--- src/rtl/fetch_queue.sv ---
// -----------------------------------------------------------------------------
// fetch_queue
//
// Prefetch FIFO sitting between the instruction memory A-port and the if_id
// decoder. Fetched words are stored together with their PC so that a decode
// stall never drops a word that is already on its way out of inst_mem. The
// oldest entry is presented first-word-fall-through at the head. The queue
// back-pressures pc_adder and is emptied whenever a jump is taken.
//
// Parameters
//   DEPTH   number of entries (power of two, 2..16)
//   INST_W  instruction word width
//   PC_W    program counter width
//   PTR_W   pointer width, log2(DEPTH)
//
// Ports
//   clk            rising-edge clock
//   reset          asynchronous active-low reset
//   fetch_valid    fetch_inst/fetch_pc carry a valid word this cycle
//   fetch_inst     word read from inst_mem
//   fetch_pc       PC of fetch_inst
//   fetch_stop     hold request to pc_adder (high = hold PC)
//   conveyor_stop  decode stall, head is not consumed while high
//   jump_start     taken jump, discards every queued entry
//   command        head instruction, 0 (NOP) when empty
//   command_pc     PC of the head entry, 0 when empty
//   command_valid  head entry is valid
//   count          current occupancy, 0..DEPTH
//   overflow_err   sticky, a word arrived while the queue was full
// -----------------------------------------------------------------------------
module fetch_queue #(
   parameter int DEPTH  = 4,
   parameter int INST_W = 32,
   parameter int PC_W   = 32,
   parameter int PTR_W  = 2
) (
   input  logic              clk,
   input  logic              reset,
   input  logic              fetch_valid,
   input  logic [INST_W-1:0] fetch_inst,
   input  logic [PC_W-1:0]   fetch_pc,
   output logic              fetch_stop,
   input  logic              conveyor_stop,
   input  logic              jump_start,
   output logic [INST_W-1:0] command,
   output logic [PC_W-1:0]   command_pc,
   output logic              command_valid,
   output logic [PTR_W:0]    count,
   output logic              overflow_err
);

   localparam logic [PTR_W:0]   FULL_CNT   = (PTR_W+1)'(DEPTH);
   // One slot is kept free for the word already in flight from inst_mem.
   localparam logic [PTR_W:0]   ALMOST_CNT = (PTR_W+1)'(DEPTH - 1);
   localparam logic [PTR_W-1:0] PTR_ONE    = PTR_W'(1);
   localparam logic [PTR_W:0]   CNT_ONE    = (PTR_W+1)'(1);

   // Storage is data only; its contents are irrelevant while count says empty.
   logic [INST_W-1:0] inst_mem [DEPTH];
   logic [PC_W-1:0]   pc_mem   [DEPTH];

   logic [PTR_W-1:0] wr_ptr;
   logic [PTR_W-1:0] rd_ptr;

   logic [PTR_W-1:0] wr_ptr_next;
   logic [PTR_W-1:0] rd_ptr_next;
   logic [PTR_W:0]   count_next;
   logic             overflow_next;

   logic full;
   logic empty;
   logic push;
   logic pop;

   // Push/pop qualification. A flush suppresses both; a full queue refuses a
   // push even when the head is popped in the same cycle.
   always_comb begin
      full  = (count == FULL_CNT);
      empty = (count == '0);
      push  = fetch_valid && !full && !jump_start;
      pop   = !empty && !conveyor_stop && !jump_start;
   end

   // Next-state for pointers, occupancy and the sticky error flag.
   always_comb begin
      wr_ptr_next   = wr_ptr;
      rd_ptr_next   = rd_ptr;
      count_next    = count;
      overflow_next = overflow_err;

      if (fetch_valid && full) begin
         overflow_next = 1'b1;
      end

      if (jump_start) begin
         wr_ptr_next = '0;
         rd_ptr_next = '0;
         count_next  = '0;
      end else begin
         if (push) begin
            wr_ptr_next = wr_ptr + PTR_ONE;
         end
         if (pop) begin
            rd_ptr_next = rd_ptr + PTR_ONE;
         end
         unique case ({push, pop})
            2'b10:   count_next = count + CNT_ONE;
            2'b01:   count_next = count - CNT_ONE;
            default: count_next = count;
         endcase
      end
   end

   always_ff @(posedge clk or negedge reset) begin
      if (!reset) begin
         wr_ptr       <= '0;
         rd_ptr       <= '0;
         count        <= '0;
         overflow_err <= 1'b0;
      end else begin
         wr_ptr       <= wr_ptr_next;
         rd_ptr       <= rd_ptr_next;
         count        <= count_next;
         overflow_err <= overflow_next;
      end
   end

   always_ff @(posedge clk) begin
      if (push) begin
         inst_mem[wr_ptr] <= fetch_inst;
         pc_mem[wr_ptr]   <= fetch_pc;
      end
   end

   // Head is driven from registered state only; an empty queue shows a NOP
   // so uninitialised storage never leaks to the decoder.
   always_comb begin
      command_valid = !empty;
      command       = command_valid ? inst_mem[rd_ptr] : '0;
      command_pc    = command_valid ? pc_mem[rd_ptr]   : '0;
      // Held low while reset is asserted so pc_adder is free to restart.
      fetch_stop    = reset && ((count >= ALMOST_CNT) || conveyor_stop);
   end

endmodule

--- config.mk ---
export PLATFORM = sky130hd
export DESIGN_NAME = fetch_queue
export DESIGN_NICKNAME = d
export VERILOG_FILES = /design/src/rtl/fetch_queue.sv
export SDC_FILE = /design/constraint.sdc
export NUM_CORES = 1
export LEC_CHECK = 0
export CORE_MARGIN = 8
export CORE_UTILIZATION = 55
export CTS_CLUSTER_DIAMETER = 100
export DETAILED_ROUTE_END_ITERATION = 8
export GPL_ROUTABILITY_DRIVEN = 1
export PLACE_DENSITY_LB_ADDON = 0.3
export SYNTH_ARGS = -nofsm -noshare
export SYNTH_HDL_FRONTEND = slang
export SYNTH_SLANG_ARGS = --single-unit
--- constraint.sdc ---
create_clock -name clk -period 5.5 [get_ports clk]
set_clock_uncertainty 0.1 [all_clocks]
set_input_delay 1.1 -clock clk [delete_from_list [all_inputs] [get_ports clk]]
set_output_delay 1.1 -clock clk [all_outputs]
set_load 0.05 [all_outputs]
==> results.txt <==
Vias in the first global route: 5,426
Placer's final routability congestion estimate: 0.732
Via count: 4,943
Initial antenna violation count: 0
Synthesized area: 10,300 um^2
Overall routed net length: 18,900 um
Global-route wire length before repair: 29,900 um
Crit path capture type: primary output
CP Class: flop to primary output
DRT Pass-1 Iters: 5
Compound-Gate Fraction of Synth Area: 0.0136
Max_slew headroom: 0.323
Non-Filler Instances: 872
PortBufs: 138
Post-synth EDFFs: 256
Crit path launch type: flop
Total CTS buffers: 26
Synthesized area per cell: 21.6 um^2
CTS tree: yes
Distinct cells, synth: 36
Seq/Total Area, Yosys: 0.764
Max Clock Freq: 218 MHz
Mux contribution to synthesized area: 0.140
Via density: 5.67
I/O pin count: 139
Max Cap Viol: 0
Clock tree root buffer cell: clkbuf_16
Post-synthesis xor/xnor area fraction: 0.000848
# clock sinks: 264
RSZ-0062 raised after global routing: false
Post-Syn Nets: 553
Mean routed wirelength per cell: 21.7 um
RR Endpoint: count[1]
CP Max Fanout: 49
Main combinational cell family by area after synthesis: multiplexers
Hold crit path type: flop to flop
Setup TNS Final: 0 ns
CTS clk-pin slew, worst paths: 0.06 ns
Post-Synth Adder-Cell Area: 0.00679
Max clock buf depth: 3
Fin area: 12,700 um^2
HPWL after DPL: 10,800 um
GR Overflow Total: 0
Register Area: 7900 um^2
Ys flop type: edfxtp_1
Final Hold Viols: 0
Nets@finish: 694
Crit path required time: 4.30 ns
Antenna diode count: 0
Hold buffers post-CTS: 0
Post-Place Cell Area: 11,800 um^2
Yosys reg bits: 264
Area of the multi-input gates: 2230 um^2
Placed insts: 826
Min Tclk post-route: 4.60 ns
Total die area: 23,400 um^2
PwrDens: 394 nW/um^2
Post-CTS Resized: 0
Die Y: 153 um
Maximum VDD drop: 0.306 mV
Largest net degree at the start of global routing: 67
Data arrival, critical path: 3.40 ns
Worst R2R Path Depth: 7
Total Power: 4.99 mW
Max Slew Vio Count: 0
Leak Pwr: 4.01 nW
Initial Util: 0.556
Period utilization: 0.836
CP Launch Point: rd_ptr[0]
# Post-CTS Setup Buffers: 0
R2R Setup Slk: 2.66 ns
Number of fillers in the final layout: 1,141
Final setup violating endpoints: 0
Post-synthesis simple-gate area fraction: 0.0537
Yosys warnings: 0
Worst setup endpoint: command_pc[1]
Htree depth: 1
Total global-route track usage: 0.162
Initial detailed-routing violation count: 332
Synthesized instance count: 479
Tightest Pin Transition: 1.01 ns
Worst-skew pair later-pin latency: 0.52 ns
Rows: 50
Core area: 18,600 um^2
Reg2reg start: count[2]
Final ANT Viol Nets: 0
Layout area overhead: 22.6%
FFs w/ async S/R, synth: 0.0303
Status: completed
Chip width: 153 um
Remaining DRCs: 0
Fraction of layout cells with a size suffix above 1: 0.172
## cell usage after synthesis (4+ instances only)
| cell | count | area share |
|---|---|---|
| a21oi_1 | 8 | 0.0039 |
| and2_1 | 68 | 0.041 |
| buf_12 | 4 | 0.0078 |
| buf_2 | 5 | 0.0024 |
| clkbuf_1 | 13 | 0.0047 |
| dfrtp_1 | 8 | 0.019 |
| edfxtp_1 | 256 | 0.74 |
| ha_1 | 4 | 0.0048 |
| inv_1 | 6 | 0.0022 |
| mux4_2 | 63 | 0.14 |
| o21ai_0 | 6 | 0.0029 |
| or3_1 | 4 | 0.0024 |
## worst min-delay path by stage
stage / start / endpoint / slack (ns) / depth (start not counted)
CTS: overflow_err / overflow_err / 0.38 / 1
floorplan: wr_ptr[1] / wr_ptr[1] / 0.46 / 2
global placement: overflow_err / overflow_err / 0.34 / 1
global route: overflow_err / overflow_err / 0.40 / 1
finish: overflow_err / overflow_err / 0.37 / 1
detailed placement: overflow_err / overflow_err / 0.36 / 1
## cell usage in the layout (no fill, tap or decap), types with 2 or more instances in the layout
| cell type | netlist | routed |
|---|---|---|
| and2_1 | 68 | 64 |
| o21ai_0 | 6 | 6 |
| inv_1 | 6 | 5 |
| bufinv_16 | 0 | 2 |
| a21oi_1 | 8 | 8 |
| clkbuf_1 | 13 | 6 |
| and2_4 | 0 | 4 |
| or3_1 | 4 | 4 |
| nor3_1 | 2 | 2 |
| nor2b_1 | 3 | 3 |
| dfrtp_1 | 8 | 6 |
| a2111oi_0 | 2 | 2 |
| edfxtp_1 | 256 | 256 |
| nand3b_1 | 2 | 2 |
| dfrtp_4 | 0 | 2 |
| a21o_1 | 2 | 2 |
| clkinv_1 | 0 | 5 |
| clkdlybuf4s50_1 | 0 | 138 |
| buf_4 | 2 | 2 |
| clkinv_2 | 0 | 3 |
| clkbuf_16 | 0 | 26 |
| mux4_2 | 63 | 63 |
| clkbuf_8 | 0 | 2 |
| nand2_1 | 3 | 3 |
| ha_1 | 4 | 4 |
## worst max-delay path: stages, from the launching register on
cell,delay (ns)
dfrtp_4,1.06
buf_4,0.40
mux4_2,0.54
and2_1,0.17
clkdlybuf4s50_1,0.70
## state kept, by name (all words and copies together) (netlist names)
name and flops:
inst_mem 128, pc_mem 128, count 3, rd_ptr 2, wr_ptr 2, overflow_err 1
## where the power goes
group          switching [mW]  internal, mW  leakage (nW)  total, mW
combinational           0.588         0.381          1.19      0.969
sequential             0.0622          2.28          2.43       2.34
clock                   0.692         0.989         0.401       1.68
total                    1.34          3.65          4.01       4.99
## metrics by stage
| step | setup slack, ns | hold slack (ns) | utilization |
|---|---|---|---|
| floorplan | 1.81 | 0.460 | - |
| global placement | 1.35 | 0.343 | 0.637 |
| detailed placement | 1.34 | 0.362 | 0.637 |
| CTS | 0.777 | 0.376 | 0.681 |
| global route | 0.664 | 0.402 | 0.681 |
| finish | 0.905 | 0.369 | 0.681 |
## routing by layer
metal  GRT usage  routed length, um  part of all wire
met1       0.194               7740              0.41
met2       0.286               9730              0.51
met3      0.0414               1140             0.060
met4      0.0443                314             0.017
met5           0                  0                 0
## area by class of cell
type / instances / share of cell area
flip-flops and latches: 264 / 0.624
inverters: 6 / 0.00178
clock buffers: 34 / 0.0554
multi-input cells: 182 / 0.176
clock inverters: 12 / 0.00939
well taps: 234 / 0.0231
repair buffers: 140 / 0.110
## logic make-up after synthesis
| group | after synthesis |
|---|---|
| DFF | 264 |
| and+or+nand+nor | 89 |
| muxes | 64 |
| buffers and inverters | 33 |
| AOI/OAI and AO/OA | 23 |
| adders and majority gates | 5 |
| xor gates and xnor gates | 1 |
No activity file was read; power rests on OpenSTA's default activity.
